**src/rtl/multi_cycle_control_unit_pkg.sv**
```systemverilog
// ---------------------------------------------------------------------------
// multi_cycle_control_unit_pkg
// Shared types and constants for the multi-cycle control unit: the FSM state
// encoding, IR opcode values, ALU function codes, and the ALUSrcB / PCSrc mux
// encodings. Also holds small state-classification helpers.
// ---------------------------------------------------------------------------
package multi_cycle_control_unit_pkg;

    // The encoding is visible on Output_CU_State, so every value is fixed.
    typedef enum logic [3:0] {
        ST_IDLE     = 4'd0,
        ST_FETCH    = 4'd1,
        ST_DECODE   = 4'd2,
        ST_DISPATCH = 4'd3,
        ST_EXEC_R   = 4'd4,
        ST_EXEC_I   = 4'd5,
        ST_ALU_WB   = 4'd6,
        ST_MEM_ADDR = 4'd7,
        ST_MEM_RD   = 4'd8,
        ST_MEM_WB   = 4'd9,
        ST_MEM_WR   = 4'd10,
        ST_BRANCH   = 4'd11,
        ST_JUMP     = 4'd12,
        ST_HALT     = 4'd13,
        ST_ERROR    = 4'd14
    } cu_state_e;

    // IR opcode field values
    localparam logic [2:0] OP_R    = 3'd0;
    localparam logic [2:0] OP_I    = 3'd1;
    localparam logic [2:0] OP_LD   = 3'd2;
    localparam logic [2:0] OP_ST   = 3'd3;
    localparam logic [2:0] OP_BR   = 3'd4;
    localparam logic [2:0] OP_J    = 3'd5;
    localparam logic [2:0] OP_LUI  = 3'd6;
    localparam logic [2:0] OP_HALT = 3'd7;

    // ALU function codes the control unit forces itself
    localparam logic [3:0] ALU_ADD   = 4'd0;
    localparam logic [3:0] ALU_SUB   = 4'd1;
    localparam logic [3:0] ALU_PASSB = 4'd15;

    // ALU operand-B mux
    localparam logic [1:0] SRCB_REGB = 2'd0;
    localparam logic [1:0] SRCB_TWO  = 2'd1;
    localparam logic [1:0] SRCB_IMM  = 2'd2;

    // PC source mux
    localparam logic [1:0] PCSRC_ALU    = 2'd0;
    localparam logic [1:0] PCSRC_ALUOUT = 2'd1;
    localparam logic [1:0] PCSRC_IMM    = 2'd2;

    // States that hold a memory request open until MemReady.
    function automatic logic is_mem_wait_state(input cu_state_e s);
        return (s == ST_FETCH) || (s == ST_MEM_RD) || (s == ST_MEM_WR);
    endfunction

    // States whose exit to FETCH retires an instruction.
    function automatic logic is_completing_state(input cu_state_e s);
        return (s == ST_ALU_WB) || (s == ST_MEM_WB) || (s == ST_MEM_WR) ||
               (s == ST_BRANCH) || (s == ST_JUMP);
    endfunction

endpackage

```
**src/rtl/multi_cycle_control_unit_mem_wait_timer.sv**
```systemverilog
// ---------------------------------------------------------------------------
// multi_cycle_control_unit_mem_wait_timer
// Counts the cycles a memory state has spent waiting for MemReady.
//   clk, rst_n   : clock, asynchronous active-low reset
//   clear        : synchronous clear (takes priority over count)
//   count        : advance by one this cycle
//   expired      : this is the MEM_WAIT_MAX-th waiting cycle
// ---------------------------------------------------------------------------
module multi_cycle_control_unit_mem_wait_timer #(
    parameter int MEM_WAIT_MAX = 16
) (
    input  logic clk,
    input  logic rst_n,
    input  logic clear,
    input  logic count,
    output logic expired
);

    localparam int W = $clog2(MEM_WAIT_MAX + 1);
    // The counter starts at 0 in the first waiting cycle, so the last
    // permitted waiting cycle is the one where it reads MEM_WAIT_MAX-1.
    localparam logic [W-1:0] LAST = W'(MEM_WAIT_MAX - 1);
    localparam logic [W-1:0] ONE  = W'(1);

    logic [W-1:0] cnt_r;

    assign expired = (cnt_r == LAST);

    // Wait counter: clear wins, saturates once expired.
    always_ff @(posedge clk or negedge rst_n) begin
        if (!rst_n) begin
            cnt_r <= '0;
        end else if (clear) begin
            cnt_r <= '0;
        end else if (count && !expired) begin
            cnt_r <= cnt_r + ONE;
        end else begin
            cnt_r <= cnt_r;
        end
    end

endmodule

```
**src/rtl/multi_cycle_control_unit.sv**
```systemverilog
// ---------------------------------------------------------------------------
// multi_cycle_control_unit
// FSM sequencing a 16-bit multi-cycle datapath: fetch, decode, dispatch,
// execute, memory access and write-back. Outputs are decoded from the state
// register; IRWrite/PCWrite in FETCH and PCWrite in BRANCH also depend on the
// current MemReady / Zero inputs.
//
// Optional feature macro: CTRL_PERF_CNT_EN adds cycle / instruction counters.
//
// Ports
//   CLK, RST_n           clock, asynchronous active-low reset
//   input_CU_Control     IR control field {func4[6:3], opcode[2:0]}
//   input_CU_Zero        ALU zero flag
//   input_CU_MemReady    memory completes current access this cycle
//   input_CU_Run         start from IDLE / resume from HALT
//   Output_CU_*          datapath enables and mux selects, state, status
//   Output_CU_CycleCnt   (CTRL_PERF_CNT_EN) active cycle count
//   Output_CU_InstrCnt   (CTRL_PERF_CNT_EN) retired instruction count
// ---------------------------------------------------------------------------
module multi_cycle_control_unit
    import multi_cycle_control_unit_pkg::*;
#(
    parameter int MEM_WAIT_MAX = 16
`ifdef CTRL_PERF_CNT_EN
    ,
    parameter int CNT_W = 32
`endif
) (
    input  logic       CLK,
    input  logic       RST_n,
    input  logic [6:0] input_CU_Control,
    input  logic       input_CU_Zero,
    input  logic       input_CU_MemReady,
    input  logic       input_CU_Run,
    output logic       Output_CU_PCWrite,
    output logic       Output_CU_IRWrite,
    output logic       Output_CU_MemRead,
    output logic       Output_CU_MemWrite,
    output logic       Output_CU_IorD,
    output logic       Output_CU_RegWrite,
    output logic       Output_CU_MemToReg,
    output logic       Output_CU_ALUSrcA,
    output logic [1:0] Output_CU_ALUSrcB,
    output logic [3:0] Output_CU_ALUOp,
    output logic [1:0] Output_CU_PCSrc,
    output logic [3:0] Output_CU_State,
    output logic       Output_CU_Halted,
    output logic       Output_CU_Error
`ifdef CTRL_PERF_CNT_EN
    ,
    output logic [CNT_W-1:0] Output_CU_CycleCnt,
    output logic [CNT_W-1:0] Output_CU_InstrCnt
`endif
);

    cu_state_e  state_r;
    cu_state_e  state_next_s;
    logic [2:0] opcode_s;
    logic [3:0] func4_s;
    logic       wait_clear_s;
    logic       wait_count_s;
    logic       wait_expired_s;

    assign opcode_s        = input_CU_Control[2:0];
    assign func4_s         = input_CU_Control[6:3];
    assign Output_CU_State = state_r;

    // The timer restarts whenever a wait state is entered or left, and only
    // advances while a request is outstanding without MemReady.
    assign wait_clear_s = !is_mem_wait_state(state_r) || (state_next_s != state_r);
    assign wait_count_s = is_mem_wait_state(state_r) && !input_CU_MemReady;

    multi_cycle_control_unit_mem_wait_timer #(
        .MEM_WAIT_MAX (MEM_WAIT_MAX)
    ) u_wait_timer (
        .clk     (CLK),
        .rst_n   (RST_n),
        .clear   (wait_clear_s),
        .count   (wait_count_s),
        .expired (wait_expired_s)
    );

    // State register
    always_ff @(posedge CLK or negedge RST_n) begin
        if (!RST_n) begin
            state_r <= ST_IDLE;
        end else begin
            state_r <= state_next_s;
        end
    end

    // Next-state logic. In wait states MemReady beats the timeout.
    always_comb begin
        state_next_s = state_r;
        case (state_r)
            ST_IDLE: begin
                if (input_CU_Run) state_next_s = ST_FETCH;
                else              state_next_s = ST_IDLE;
            end
            ST_FETCH: begin
                if (input_CU_MemReady)   state_next_s = ST_DECODE;
                else if (wait_expired_s) state_next_s = ST_ERROR;
                else                     state_next_s = ST_FETCH;
            end
            ST_DECODE: state_next_s = ST_DISPATCH;
            ST_DISPATCH: begin
                case (opcode_s)
                    OP_R:    state_next_s = ST_EXEC_R;
                    OP_I:    state_next_s = ST_EXEC_I;
                    OP_LD:   state_next_s = ST_MEM_ADDR;
                    OP_ST:   state_next_s = ST_MEM_ADDR;
                    OP_BR:   state_next_s = ST_BRANCH;
                    OP_J:    state_next_s = ST_JUMP;
                    OP_LUI:  state_next_s = ST_EXEC_I;
                    OP_HALT: state_next_s = ST_HALT;
                    default: state_next_s = ST_ERROR;
                endcase
            end
            ST_EXEC_R: state_next_s = ST_ALU_WB;
            ST_EXEC_I: state_next_s = ST_ALU_WB;
            ST_ALU_WB: state_next_s = ST_FETCH;
            ST_MEM_ADDR: begin
                if (opcode_s == OP_ST) state_next_s = ST_MEM_WR;
                else                   state_next_s = ST_MEM_RD;
            end
            ST_MEM_RD: begin
                if (input_CU_MemReady)   state_next_s = ST_MEM_WB;
                else if (wait_expired_s) state_next_s = ST_ERROR;
                else                     state_next_s = ST_MEM_RD;
            end
            ST_MEM_WB: state_next_s = ST_FETCH;
            ST_MEM_WR: begin
                if (input_CU_MemReady)   state_next_s = ST_FETCH;
                else if (wait_expired_s) state_next_s = ST_ERROR;
                else                     state_next_s = ST_MEM_WR;
            end
            ST_BRANCH: state_next_s = ST_FETCH;
            ST_JUMP:   state_next_s = ST_FETCH;
            ST_HALT: begin
                if (input_CU_Run) state_next_s = ST_FETCH;
                else              state_next_s = ST_HALT;
            end
            ST_ERROR: state_next_s = ST_ERROR;
            default:  state_next_s = ST_ERROR;
        endcase
    end

    // Output decode. Everything is inactive unless the state asserts it.
    always_comb begin
        Output_CU_PCWrite  = 1'b0;
        Output_CU_IRWrite  = 1'b0;
        Output_CU_MemRead  = 1'b0;
        Output_CU_MemWrite = 1'b0;
        Output_CU_IorD     = 1'b0;
        Output_CU_RegWrite = 1'b0;
        Output_CU_MemToReg = 1'b0;
        Output_CU_ALUSrcA  = 1'b0;
        Output_CU_ALUSrcB  = SRCB_REGB;
        Output_CU_ALUOp    = ALU_ADD;
        Output_CU_PCSrc    = PCSRC_ALU;
        Output_CU_Halted   = 1'b0;
        Output_CU_Error    = 1'b0;
        case (state_r)
            ST_IDLE: Output_CU_Halted = 1'b1;
            ST_FETCH: begin
                // PC+2 is computed while the instruction is read; both
                // registers load only in the cycle memory delivers.
                Output_CU_MemRead = 1'b1;
                Output_CU_IorD    = 1'b0;
                Output_CU_ALUSrcA = 1'b0;
                Output_CU_ALUSrcB = SRCB_TWO;
                Output_CU_ALUOp   = ALU_ADD;
                if (input_CU_MemReady) begin
                    Output_CU_IRWrite = 1'b1;
                    Output_CU_PCWrite = 1'b1;
                end else begin
                    Output_CU_IRWrite = 1'b0;
                    Output_CU_PCWrite = 1'b0;
                end
            end
            ST_DECODE:   Output_CU_Halted = 1'b0;
            ST_DISPATCH: Output_CU_Halted = 1'b0;
            ST_EXEC_R: begin
                Output_CU_ALUSrcA = 1'b1;
                Output_CU_ALUSrcB = SRCB_REGB;
                Output_CU_ALUOp   = func4_s;
            end
            ST_EXEC_I: begin
                Output_CU_ALUSrcA = 1'b1;
                Output_CU_ALUSrcB = SRCB_IMM;
                // LUI passes the immediate straight through the ALU.
                if (opcode_s == OP_LUI) Output_CU_ALUOp = ALU_PASSB;
                else                    Output_CU_ALUOp = func4_s;
            end
            ST_ALU_WB: begin
                Output_CU_RegWrite = 1'b1;
                Output_CU_MemToReg = 1'b0;
            end
            ST_MEM_ADDR: begin
                Output_CU_ALUSrcA = 1'b1;
                Output_CU_ALUSrcB = SRCB_IMM;
                Output_CU_ALUOp   = ALU_ADD;
            end
            ST_MEM_RD: begin
                Output_CU_MemRead = 1'b1;
                Output_CU_IorD    = 1'b1;
            end
            ST_MEM_WB: begin
                Output_CU_RegWrite = 1'b1;
                Output_CU_MemToReg = 1'b1;
            end
            ST_MEM_WR: begin
                Output_CU_MemWrite = 1'b1;
                Output_CU_IorD     = 1'b1;
            end
            ST_BRANCH: begin
                // func4[0] selects BNE (taken on non-zero) over BEQ.
                Output_CU_ALUSrcA = 1'b1;
                Output_CU_ALUSrcB = SRCB_REGB;
                Output_CU_ALUOp   = ALU_SUB;
                Output_CU_PCSrc   = PCSRC_ALUOUT;
                if (func4_s[0]) Output_CU_PCWrite = ~input_CU_Zero;
                else            Output_CU_PCWrite = input_CU_Zero;
            end
            ST_JUMP: begin
                Output_CU_PCSrc   = PCSRC_IMM;
                Output_CU_PCWrite = 1'b1;
            end
            ST_HALT: Output_CU_Halted = 1'b1;
            ST_ERROR: begin
                Output_CU_Halted = 1'b1;
                Output_CU_Error  = 1'b1;
            end
            default: begin
                Output_CU_Halted = 1'b1;
                Output_CU_Error  = 1'b1;
            end
        endcase
    end

`ifdef CTRL_PERF_CNT_EN
    logic cycle_tick_s;
    logic instr_tick_s;

    assign cycle_tick_s = !((state_r == ST_IDLE) || (state_r == ST_HALT) ||
                            (state_r == ST_ERROR));
    assign instr_tick_s = ((state_next_s == ST_FETCH) && is_completing_state(state_r)) ||
                          ((state_next_s == ST_HALT) && (state_r != ST_HALT));

    // Free-running performance counters; wrap silently.
    always_ff @(posedge CLK or negedge RST_n) begin
        if (!RST_n) begin
            Output_CU_CycleCnt <= '0;
            Output_CU_InstrCnt <= '0;
        end else begin
            if (cycle_tick_s) Output_CU_CycleCnt <= Output_CU_CycleCnt + CNT_W'(1);
            else              Output_CU_CycleCnt <= Output_CU_CycleCnt;
            if (instr_tick_s) Output_CU_InstrCnt <= Output_CU_InstrCnt + CNT_W'(1);
            else              Output_CU_InstrCnt <= Output_CU_InstrCnt;
        end
    end
`endif

endmodule

```
**config.mk**
```make
export PLATFORM = sky130hd
export DESIGN_NAME = multi_cycle_control_unit
export DESIGN_NICKNAME = d
export VERILOG_FILES = /design/src/rtl/multi_cycle_control_unit_pkg.sv /design/src/rtl/multi_cycle_control_unit_mem_wait_timer.sv /design/src/rtl/multi_cycle_control_unit.sv
export SDC_FILE = /design/constraint.sdc
export NUM_CORES = 1
export LEC_CHECK = 0
export ABC_AREA = 1
export BUFFER_PORTS_ARGS = -buffer_cell sky130_fd_sc_hd__buf_2
export CORE_UTILIZATION = 42
export CTS_CLUSTER_DIAMETER = 40
export CTS_CLUSTER_SIZE = 30
export DETAILED_ROUTE_END_ITERATION = 6
export GPL_ROUTABILITY_DRIVEN = 0
export PLACE_DENSITY = 0.86
export REMOVE_ABC_BUFFERS = 1
export SETUP_SLACK_MARGIN = 0.2
export SYNTH_ARGS = -nofsm -noshare
export SYNTH_HDL_FRONTEND = slang
export SYNTH_SLANG_ARGS = --single-unit
```
**constraint.sdc**
```tcl
create_clock -name CLK -period 1.46 [get_ports CLK]
set_clock_uncertainty 0.15 [all_clocks]
set_input_delay 0.073 -clock CLK [delete_from_list [all_inputs] [get_ports CLK]]
set_output_delay 0.073 -clock CLK [all_outputs]
set_load 0.02 [all_outputs]
```
# [After elaboration in Yosys (flattened, before gate mapping)]
# Memories as Yosys holds them, arrays and structs flattened.
# Index checks and enable logic that the tools add are counted.
[word_totals] register_bits=9 rom_bits=32 in_bits=12 out_inout_bits=22 wordCells=69 memories=1
[mem_list] memory="(no name shown)" depth=8 word_bits=4 read_ports=1 rd_ports_with_merged_regs=0 wr=0 line="multi_cycle_control_unit.sv:107" source="case (opcode_s)"
[op_classes] n_addsub=1 n_eq_ne=17 muxes=28 n_bitwise=1 reduce_logical=19
[op_table] cell="case mux 4 bit (10 select lines)" count=1
[op_table] cell="== test 4 bit, second input constant" count=6
[op_table] cell="2-to-1 mux 4 bit" count=5
[op_table] cell="== test 4 x 3 -> 1 bit, second input constant" count=4
[op_table] cell="OR reduction 14 bit" count=1
[op_table] cell="2-to-1 mux 1 bit" count=12
[op_table] cell="case mux 4 bit (3 select lines)" count=1
[op_table] cell="OR reduction 12 bit" count=1
[op_table] cell="2-to-1 mux 5 bit" count=2
[op_table] cell="OR reduction 2 bit" count=5
[op_table] cell="2-to-1 mux 3 bit" count=3
[op_table] cell="== test 4 x 2 -> 1 bit, second input constant" count=2
[op_table] cell="case mux 2 bit (2 select lines)" count=2
[op_table] cell="OR reduction 4 bit" count=2
[op_table] cell="adder 5 x 1 -> 5 bit, second input constant" count=1
[op_table] cell="== test 5 x 4 -> 1 bit, second input constant" count=1
[op_table] cell="== test 4 x 1 -> 1 bit, second input constant" count=1
[op_table] cell="logical NOT 4 bit" count=1
[op_table] cell="!= test 4 bit" count=1
[op_table] cell="== test 3 x 2 -> 1 bit, second input constant" count=1
[op_table] cell="== test 3 bit, second input constant" count=1
[op_table] cell="logical NOT 1 bit" count=3
[op_table] cell="logical OR 1 bit" count=3
[op_table] cell="case mux 1 bit (3 select lines)" count=1
[op_table] cell="4 further kinds" count=5

# [Longest topological paths before layout]
# Gate-level depths: netlist of run 1.
[logic_depth] ltp_word=7 ltp_mapped=10 ltp_nobuf=10

# [Modules after synthesis]
# Synthesis of run 1 repeated with hierarchy kept, for this count alone.
[hier_totals] hier_cells=159 hier_area_um2=913.4
[by_module_without_submodules] module="multi_cycle_control_unit" instances=1 cells_each=123 area_per_inst_um2=645.6 seq_area_each_um2=100.1
[by_module_without_submodules] module="multi_cycle_control_unit_mem_wait_timer" instances=1 cells_each=36 area_per_inst_um2=267.8 seq_area_each_um2=125.1

# [Least setup slack after synthesis of run 1]
# OpenSTA, ideal clock, no wires.
[synth_path] path_kind="register to output" from="register state_r[2], in the netlist Output_CU_State[2]" to="output port Output_CU_ALUOp[0]" arrival_ns=1.379 required_time_ns=1.237 path_slack_ns=-0.142 stages_incl_launch_ff=6 n_path_buf=0 cell_sequence="dfrtp_1 -> inv_1 -> nand2_1 -> nor2_2 -> inv_2 -> a22oi_2"
[synth_between] elab_chain_len=2 word_cells_on_any_way=4 classes_between="eq/ne: 3; mux: 1"
[synth_rtl] element="start, declared" line="multi_cycle_control_unit.sv:56" source="cu_state_e state_r;"
[synth_rtl] element="start signal, assigned" line="multi_cycle_control_unit.sv:88" source="state_r <= state_next_s;"
[synth_rtl] element="== test 4 bit or == test 4 x 3 -> 1 bit (tied branches)" line="multi_cycle_control_unit.sv:163" source="case (state_r)"
[synth_rtl] element="case mux 4 bit (3 select lines) *" line="multi_cycle_control_unit.sv:163"
[synth_rtl] element="end, declared" line="multi_cycle_control_unit.sv:44" source="output logic [3:0] Output_CU_ALUOp,"
# Every way passes the cells marked *; elsewhere a longest branch is shown, timed or not.

# [Worst setup path in the final report of run 1]
# Same ends and word-level chain as after synthesis.

==> results.json, run 1 <==
{
  "clkLatencyLatePin_ns": 0.27,
  "numCtsBuffers": 3,
  "setup_ws_ns": -0.3706,
  "place_area_sq_mm": 0.001096,
  "drt-total-wl_mm": 4.930,
  "min_period_ns": 1.831,
  "cts.clk_slew.worst_paths_ns": 0.07,
  "num_vias": 1474,
  "port_buffers": 33,
  "htree_levels": 1,
  "path_cells": "inv_2, nand2_2, nor2_4, inv_2, a22oi_2, buf_6",
  "setup_violations": 26,
  "grt_pass1_wl_mm": 5.071,
  "critPathLaunch": "Output_CU_State[2]$_DFF_PN0_",
  "synth_seq_cells": 9,
  "synthCells": 144,
  "synth-edff-count": 0,
  "dp_hpwl_mm": 1.893,
  "grt_use_total": 0.3434,
  "drt_iter0_markers": 140,
  "drive_above_1_share": 0.5583,
  "syn_to_final_growth_pct": 84.84,
  "cts_max_path_buffers": 2,
  "final_net_count": 221,
  "std_cell_rows": 15,
  "crit_top_cell": "inv_2",
  "initial_core_util": 0.4582,
  "outcome": "finished, violations left",
  "grt.overflow.total": 0,
  "violations": "setup timing",
  "r2r_cells": 10,
  "reg2reg_from": "u_wait_timer.cnt_r[0]$_DFFE_PN0P_",
  "final_cell_area_sq_mm": 0.001510,
  "antenna_cells": 0,
  "final_hold_viol_count": 0,
  "peakVddDrop_mv": 1.446,
  "whs_ns": 0.03334,
  "die_y_um": 46.11,
  "coreArea_sq_mm": 0.001783,
  "cts_tree": "yes",
  "ys_types": 16,
  "fp.dieW_um": 46.11,
  "max_stage_delay_ns": 0.45,
  "end_kind": "output port",
  "synthFlopType": "dfrtp_1",
  "synth.area.top_cells": "dfrtp_1 28%, nand2_1 21%, nor2_1 16%, inv_1 11%, nand3_1 7.4%",
  "synthTopCellsByCount": "46 x nand2_1, 34 x nor2_1, 24 x inv_1",
  "power_density_mw_per_mm2": 1843,
  "cp.arrival_ns": 1.61,
  "postSynthAreaPerCell_sq_um": 5.674,
  "timing.fmax_ghz": 0.5463,
  "dr.pass1.iters": 5,
  "vias_per_cell": 6.381,
  "die-area_sq_mm": 0.002126,
  "path_class": "reg -> out",
  "route.detailed.drc": 0,
  "crit_family": "flip-flops",
  "antenna_found_initial": 0,
  "ys_seq_area_frac": 0.2757,
  "worstSetupStartpointType": "flip-flop",
  "drv_cap": 0,
  "reg2reg_slack_ns": -0.30,
  "grt_max_degree": 10,
  "synth_top_area_cell": "dfrtp_1",
  "hp-class": "in -> async",
  "cp_num_buf_inv": 3,
  "cts_sinks": 9,
  "instances_no_fill": 231,
  "worst_pin_slew_ns": 0.3691,
  "rsz0062_at_grt": "yes",
  "cp_slowest_cell": "dfrtp_2",
  "grt_pass1_vias": 1169,
  "synth-async-reset-ratio": 1.000,
  "ioPinCount": 34,
  "clock-root-buffer": "clkbuf_4",
  "placedCellCount": 213,
  "fin_crit_sh": 1.254,
  "total_leakage_power_uw": 0.0008334,
  "yosysMostFrequentCell": "nand2_1",
  "cp_max_fo": 5,
  "slew_headroom": 0.7521,
  "synthesis.area_sq_um": 817.0,
  "post_drt_wl_per_cell_um": 21.34,
  "required_ns": 1.24,
  "r2r-end": "Output_CU_State[1]$_DFF_PN0_",
  "ant_nets": 0,
  "final_max_slew_viol_count": 0,
  "yosysWarnings": 0,
  "synth_top_area_share": 0.2757
}
state kept, by name, indices dropped and copies added (netlist names):
signal / count
Output_CU_State: 4
u_wait_timer.cnt_r: 5
worst reg2reg max path, delay by kind of cell (launching register included):
kind	cells	cell delay [ns]
and+or+nand+nor	7	0.62
adders and majority gates	2	0.40
DFF	1	0.39
buffers and inverters	1	0.08
repair_timing:
item,in CTS,in global routing
setup endpoints to repair,27,30
pin swaps,11,18
hold endpoints to repair,9,0
resized for setup,52,40
hold buffers,1,0
setup buffers,7,6
cells in the final DEF, fill, tap and decap left out, drive strengths merged:
cell type    netlist  final
inv               25     25
a22oi              1      1
dfrtp              9      9
xnor2              1      1
xor2               2      2
nand3             13     13
nor2              37     37
ha                 2      2
buf                0     57
dlygate4sd3        0      1
clkbuf             0      4
o21ai              2      2
a21oi              5      5
nand2             47     47
stage by stage:
stage                     total power [uW]  setup WS (ns)  setup TNS [ns]    util
after global placement                1564       -0.04917        -0.08503  0.6147
after detailed placement              1609        -0.1378         -0.6609  0.6147
after CTS                             2128        -0.1560          -1.670  0.7467
after floorplan                       1133        -0.1422         -0.8660       -
after global routing                  2852        -0.3725          -5.857  0.8470
final                                 2783        -0.3706          -5.148  0.8470
where the power goes:
group | total, uW | internal [uW] | leakage, uW | switching [uW]
clock network | 203 | 106 | 0.0000150 | 97.3
registers | 437 | 319 | 0.000115 | 118
logic | 2140 | 821 | 0.000703 | 1320
cell type report:
cell class	instances	area, sq um
clock buffers	4	26.28
fillers	89	272.8
inverters	25	96.34
multi-input cells	110	690.7
flip-flops and latches	9	230.2
well taps	25	31.28
repair buffers	58	435.4
worst max-delay path by stage:
stage / end / slack (ns) / cells after the start
CTS: Output_CU_ALUOp[0] / -0.16 / 6
global placement: Output_CU_State[1]$_DFF_PN0_ / -0.05 / 10
global route: Output_CU_PCWrite / -0.37 / 7
floorplan: Output_CU_ALUOp[0] / -0.14 / 5
detailed placement: Output_CU_State[2]$_DFF_PN0_ / -0.14 / 10
finish: Output_CU_ALUOp[0] / -0.37 / 6
cell families (layout without fill, tap and decap cells):
kind of cell,after synthesis,after routing,synth area share
and+or+nand+nor,97,97,0.4839
buffers and inverters,25,87,0.1149
xor gates and xnor gates,3,3,0.03217
DFF,9,9,0.2757
adders and majority gates,2,2,0.03062
AOI/OAI and AO/OA,8,8,0.06278
metal layers:
metal  share of wire  up-vias  track usage
met1            0.33      639       0.3577
li1                -      557            -
met3            0.16       71      0.09412
met5               0        -            0
met4           0.084        0       0.1941
met2            0.42      207       0.6113
No activity file was read; power rests on OpenSTA's default activity.
==> run 2: changes to the inputs <==
Settings changed: CORE_UTILIZATION 42 to 30, PLACE_DENSITY 0.86 to 0.68.
==> run 2 against run 1 <==
Effect of this change:
- the run still ends with setup timing left
- highest routed layer unchanged
- hold slack gained 0.020 ns
- critical endpoint unchanged
- count of clock-buffer cells in the layout is the same
- sequential power shrank 3%
- critical path depth decreased by 1
- largest cell class unchanged
- critical path type unchanged
- via count decreased by 18%
- register-to-register slack improved by 0.14 ns
- first-iteration DRC count fell by 81%
==> results.json, run 2 (synthesized netlist as in run 1, its figures left out) <==
{
  "outcome": "finished, violations left",
  "violations": "setup timing",
  "cp_slowest_cell": "dfrtp_1",
  "final_net_count": 229,
  "setup_ws_ns": -0.2337,
  "fill_cells": 194,
  "cts.clk_slew.worst_paths_ns": 0.06,
  "numCtsBuffers": 3,
  "peakVddDrop_mv": 1.447,
  "slew_headroom": 0.8574,
  "die_y_um": 54.19,
  "drive_above_1_share": 0.5794,
  "worst_pin_slew_ns": 0.2132,
  "path_class": "reg -> out",
  "p_seq_frac": 0.146,
  "cts_sinks": 9,
  "worstSetupStartpointType": "flip-flop",
  "p_int_uw": 1476,
  "grt_use_total": 0.2167,
  "fin_crit_sh": 1.160,
  "hp-class": "in -> async",
  "reg2reg_from": "Output_CU_State[3]$_DFF_PN0_",
  "fp.dieW_um": 54.19,
  "cp.arrival_ns": 1.47,
  "htree_levels": 1,
  "timing.fmax_ghz": 0.5904,
  "comb_power_share": 0.789,
  "reg2reg_slack_ns": -0.16,
  "top_register": "u_wait_timer.cnt_r",
  "whs_ns": 0.05365,
  "syn_to_final_growth_pct": 103.2,
  "max_stage_delay_ns": 0.42,
  "min_period_ns": 1.694,
  "final_common_cell": "nand2_1",
  "post_drt_wl_per_cell_um": 14.09,
  "p_clk_frac": 0.065,
  "dp_hpwl_mm": 1.839,
  "r2r-end": "u_wait_timer.cnt_r[4]$_DFFE_PN0P_",
  "cp_num_buf_inv": 2,
  "grt_max_degree": 10,
  "grt_pass1_vias": 1051,
  "die-area_sq_mm": 0.002936,
  "end_kind": "output port",
  "clock-root-buffer": "clkbuf_4",
  "path_cells": "inv_2, nor2_1, nand2_2, a22oi_2, buf_6",
  "swShare": 0.4936,
  "antenna_found_initial": 0,
  "finalSetupTns_ns": -3.383,
  "num_vias": 1205,
  "antenna_cells": 0,
  "ioPinCount": 34,
  "required_ns": 1.24,
  "cp_max_fo": 6,
  "largest_reg_flops": 5,
  "vias_per_cell": 4.939,
  "power_uw": 2914,
  "setup_violations": 26,
  "drv_cap": 0,
  "ant_nets": 0,
  "power_density_mw_per_mm2": 1755,
  "final_max_slew_viol_count": 0,
  "initial_core_util": 0.3239,
  "crit_family": "flip-flops",
  "port_buffers": 33,
  "rsz0062_at_grt": "yes",
  "grt_pass1_wl_mm": 4.567,
  "route.detailed.drc": 0,
  "cts_tree": "yes",
  "cts_max_path_buffers": 2,
  "final_cell_mix": "33 x nand2_1, 28 x buf_6, 22 x buf_4",
  "total_leakage_power_uw": 0.0008800,
  "coreArea_sq_mm": 0.002522,
  "std_cell_rows": 18,
  "final_hold_viol_count": 0,
  "drt-total-wl_mm": 3.438,
  "p_switching_uw": 1438,
  "r2r_cells": 8,
  "grt.overflow.total": 0,
  "drt_iter0_markers": 27,
  "place_ws_ns": -0.09252,
  "dr.pass1.iters": 5,
  "clkLatencyLatePin_ns": 0.25
}
==> run 2: how the worst max path moves through the flow <==
stage	cells past startpoint	from	slack, ns	endpoint
6_report	5	Output_CU_State[2]$_DFF_PN0_	-0.23	Output_CU_ALUOp[0]
5_1_grt	5	Output_CU_State[2]$_DFF_PN0_	-0.27	Output_CU_ALUOp[0]
4_1_cts	5	Output_CU_State[2]$_DFF_PN0_	-0.16	Output_CU_ALUOp[0]
3_5_place_dp	10	u_wait_timer.cnt_r[0]$_DFFE_PN0P_	-0.09	Output_CU_State[1]$_DFF_PN0_
3_3_place_gp	10	u_wait_timer.cnt_r[0]$_DFFE_PN0P_	-0.06	Output_CU_State[1]$_DFF_PN0_
2_1_floorplan	5	Output_CU_State[2]$_DFF_PN0_	-0.14	Output_CU_ALUOp[0]
==> run 2: area by class of cell <==
| type | count | area [sq um] | area share |
|---|---|---|---|
| flip-flops and latches | 9 | 229.0 | 0.1379 |
| clock buffers | 4 | 26.28 | 0.01583 |
| well taps | 30 | 37.54 | 0.02261 |
| multi-input cells | 110 | 705.7 | 0.4250 |
| inverters | 25 | 96.34 | 0.05803 |
| repair buffers | 66 | 565.5 | 0.3406 |
==> run 2: power groups by stage <==
stage	logic (uW)	registers [uW]	clock network [uW]
2_1_floorplan	688	445	0
3_3_place_gp	1310	397	0
3_5_place_dp	1310	397	0
4_1_cts	1900	401	194
5_1_grt	2440	430	203
6_report	2300	426	191
==> run 2: routing by layer <==
layer  share of wire  global-route usage
met5               0                   0
met4           0.047             0.09829
met3           0.073             0.02260
met2            0.51              0.3720
met1            0.37              0.2681
==> run 2: what timing repair did <==
action	in CTS	in global routing
pin swaps	19	9
hold buffers	1	0
resized for setup	81	35
endpoints found under the hold margin	9	0
endpoints found under the setup margin	27	31
buffers inserted	9	7
==> run 2: per-stage QoR <==
step | cell area (sq um) | cells | utilization
after detailed placement | 1140 | 223 | 0.4519
after global routing | 1660 | 244 | 0.6582
after CTS | 1486 | 237 | 0.5893
after global placement | 1140 | 223 | 0.4519
after floorplan | 817.0 | 144 | -
final | 1660 | 244 | 0.6582
==> run 3: changes to the inputs <==
--- a/config.mk
+++ b/config.mk
@@ -13,8 +13,9 @@
 export DETAILED_ROUTE_END_ITERATION = 6
 export GPL_ROUTABILITY_DRIVEN = 0
-export PLACE_DENSITY = 0.68
+export PLACE_DENSITY = 0.67
 export REMOVE_ABC_BUFFERS = 1
 export SETUP_SLACK_MARGIN = 0.2
 export SYNTH_ARGS = -nofsm -noshare
 export SYNTH_HDL_FRONTEND = slang
+export SYNTH_HIERARCHICAL = 1
 export SYNTH_SLANG_ARGS = --single-unit
--- a/constraint.sdc
+++ b/constraint.sdc
@@ -3,3 +3,3 @@
 set_input_delay 0.073 -clock CLK [delete_from_list [all_inputs] [get_ports CLK]]
 set_output_delay 0.073 -clock CLK [all_outputs]
-set_load 0.02 [all_outputs]
+set_load 0.05 [all_outputs]
==> run 3 against run 2 <==
Effect of this change:
- the flow finishes with violations (DRC, setup timing)
- register-to-register slack lost 0.76 ns
- wire length grew 100%
- synthesized cell count rose by 10%
- worst setup slack worse by 0.69 ns
- largest cell class is now buffers
- largest power group unchanged
- highest routed layer unchanged
==> results.json, run 3 <==
{
  "synth_seq_cells": 9,
  "largest_reg_flops": 5,
  "cp_max_fo": 5,
  "peakVddDrop_mv": 1.055,
  "synth-edff-count": 0,
  "drt-total-wl_mm": 6.966,
  "total_leakage_power_uw": 0.001244,
  "required_ns": 1.48,
  "fin_crit_sh": 1.631,
  "synth_top_area_cell": "dfrtp_1",
  "die_y_um": 57.18,
  "synth-async-reset-ratio": 1.000,
  "setup_ws_ns": -0.9215,
  "grt_max_degree": 10,
  "worstSetupStartpointType": "flip-flop",
  "end_kind": "flip-flop",
  "yosysMostFrequentCell": "nand2_1",
  "dp_hpwl_mm": 2.273,
  "dr.pass1.iters": 7,
  "htree_levels": 1,
  "clock-root-buffer": "clkbuf_4",
  "grt_pass1_wl_mm": 7.452,
  "vias_per_cell": 5.990,
  "std_cell_rows": 19,
  "timing.fmax_ghz": 0.4199,
  "cts_max_path_buffers": 2,
  "cts_sinks": 9,
  "outcome": "finished, violations left",
  "final_common_cell": "buf_6",
  "drive_above_1_share": 0.6871,
  "port_buffers": 33,
  "num_vias": 1851,
  "cp.arrival_ns": 2.40,
  "whs_ns": 0.04040,
  "synthFlopType": "dfrtp_1",
  "syn_to_final_growth_pct": 160.0,
  "ys_seq_area_frac": 0.2466,
  "final_hold_viol_count": 0,
  "rsz0062_at_grt": "yes",
  "ioPinCount": 34,
  "grt.overflow.total": 0,
  "fp.dieW_um": 57.18,
  "min_period_ns": 2.381,
  "ant_nets": 0,
  "drv_cap": 0,
  "cts_tree": "yes",
  "cts.clk_slew.worst_paths_ns": 0.07,
  "clkLatencyLatePin_ns": 0.29,
  "synthesis.area_sq_um": 913.4,
  "power_uw": 4928,
  "die-area_sq_mm": 0.003269,
  "violations": "DRC, setup timing",
  "grt_pass1_vias": 1535,
  "final_cell_mix": "46 x buf_6, 45 x buf_4, 30 x nand2_1",
  "instances_no_fill": 309,
  "yosysWarnings": 6,
  "initial_core_util": 0.3229,
  "hp-class": "in -> reg",
  "slew_headroom": 0.7929,
  "antenna_cells": 0,
  "worst_pin_slew_ns": 0.3095,
  "placedCellCount": 267,
  "final_max_slew_viol_count": 0,
  "synth_top_area_share": 0.2466,
  "synth.area.top_cells": "dfrtp_1 25%, nand2_1 17%, nor2_1 14%, inv_1 11%, nand3_1 3.8%",
  "final_net_count": 293,
  "fill_cells": 115,
  "drt_iter0_markers": 183,
  "synthTopCellsByCount": "42 x nand2_1, 33 x nor2_1, 27 x inv_1",
  "antenna_found_initial": 0,
  "post_drt_wl_per_cell_um": 22.54,
  "numCtsBuffers": 3,
  "coreArea_sq_mm": 0.002829,
  "synthCells": 159,
  "postSynthAreaPerCell_sq_um": 5.745,
  "setup_violations": 30,
  "top_register": "u_wait_timer/cnt_r",
  "path_class": "reg -> reg",
  "ys_types": 21,
  "power_density_mw_per_mm2": 2075,
  "grt_use_total": 0.3035,
  "route.detailed.drc": 2
}
-- run 3: cells by family (layout without fill, tap and decap cells) --
family	after synthesis	in the layout	synth area share
DFF	9	9	0.2466
xor gates and xnor gates	1	1	0.009591
and+or+nand+nor	101	101	0.4973
AOI/OAI and AO/OA	13	13	0.08357
buffers and inverters	33	152	0.1356
adders and majority gates	2	2	0.02739
-- run 3: power by group --
part | switching (uW) | leakage [uW] | internal, uW | total [uW]
combinational | 2340 | 0.00111 | 1930 | 4270
clock | 119 | 0.0000177 | 102 | 221
sequential | 123 | 0.000115 | 313 | 437
total | 2580 | 0.00124 | 2340 | 4930
-- run 3: metrics by stage --
stage	util	area (sq um)	TNS (ns)	setup WS, ns
6_report	0.8395	2375	-12.84	-0.9215
5_1_grt	0.8395	2375	-14.13	-1.000
4_1_cts	0.7320	2071	-7.461	-0.4945
3_5_place_dp	0.5117	1448	-6.165	-0.6352
3_3_place_gp	0.5117	1448	-5.551	-0.5640
2_1_floorplan	-	913.4	-14.66	-1.231
-- run 3: cell type report --
class                           count  area [sq um]  share of cell area
Clock buffer                        3         22.52            0.009484
Clock inverter                      1         5.005            0.002107
Inverter                           33         156.4             0.06586
Multi-Input combinational cell    117         820.8              0.3456
Sequential cell                     9         230.2             0.09694
Tap cell                           31         38.79             0.01633
Timing Repair Buffer              115          1101              0.4636
-- run 3: final timing paths --
kind	from	end	slack [ns]	cells after the start
setup / recovery	Output_CU_State[2]$_DFF_PN0_	u_wait_timer/cnt_r[3]$_DFFE_PN0P_	-0.92	11
hold / removal	input_CU_Control[1]	Output_CU_State[1]$_DFF_PN0_	0.04	3
setup reg to reg	Output_CU_State[2]$_DFF_PN0_	u_wait_timer/cnt_r[3]$_DFFE_PN0P_	-0.92	11
hold reg to reg	u_wait_timer/cnt_r[4]$_DFFE_PN0P_	u_wait_timer/cnt_r[4]$_DFFE_PN0P_	0.52	2
max in group asynchronous	RST_n	Output_CU_State[1]$_DFF_PN0_	0.87	2
min in group asynchronous	RST_n	u_wait_timer/cnt_r[4]$_DFFE_PN0P_	0.06	2
-- run 3: per-layer routing --
metal	vias up	track usage	part of all wire
met3	67	0.06122	0.13
met2	212	0.5143	0.45
met4	0	0.1463	0.082
met1	839	0.3675	0.35
li1	733	-	-
met5	-	0	0
-- run 3: critical path, stage by stage (launching register included) --
cell and delay (ns):
dfrtp_2 0.49, inv_4 0.12, buf_6 0.14, nand3_4 0.10
nand2_1 0.14, inv_1 0.10, nor2_1 0.26, nand3_1 0.24
nor2_1 0.29, nand2_1 0.11, nand2_1 0.07, nor2_1 0.06
-- run 3: what timing repair did --
item	4_1_cts	5_1_grt
gates resized for setup	135	52
hold endpoints to repair	9	0
pin swaps	34	25
gates cloned	0	0
buffers inserted	22	15
hold buffers	1	0
setup endpoints to repair	31	31
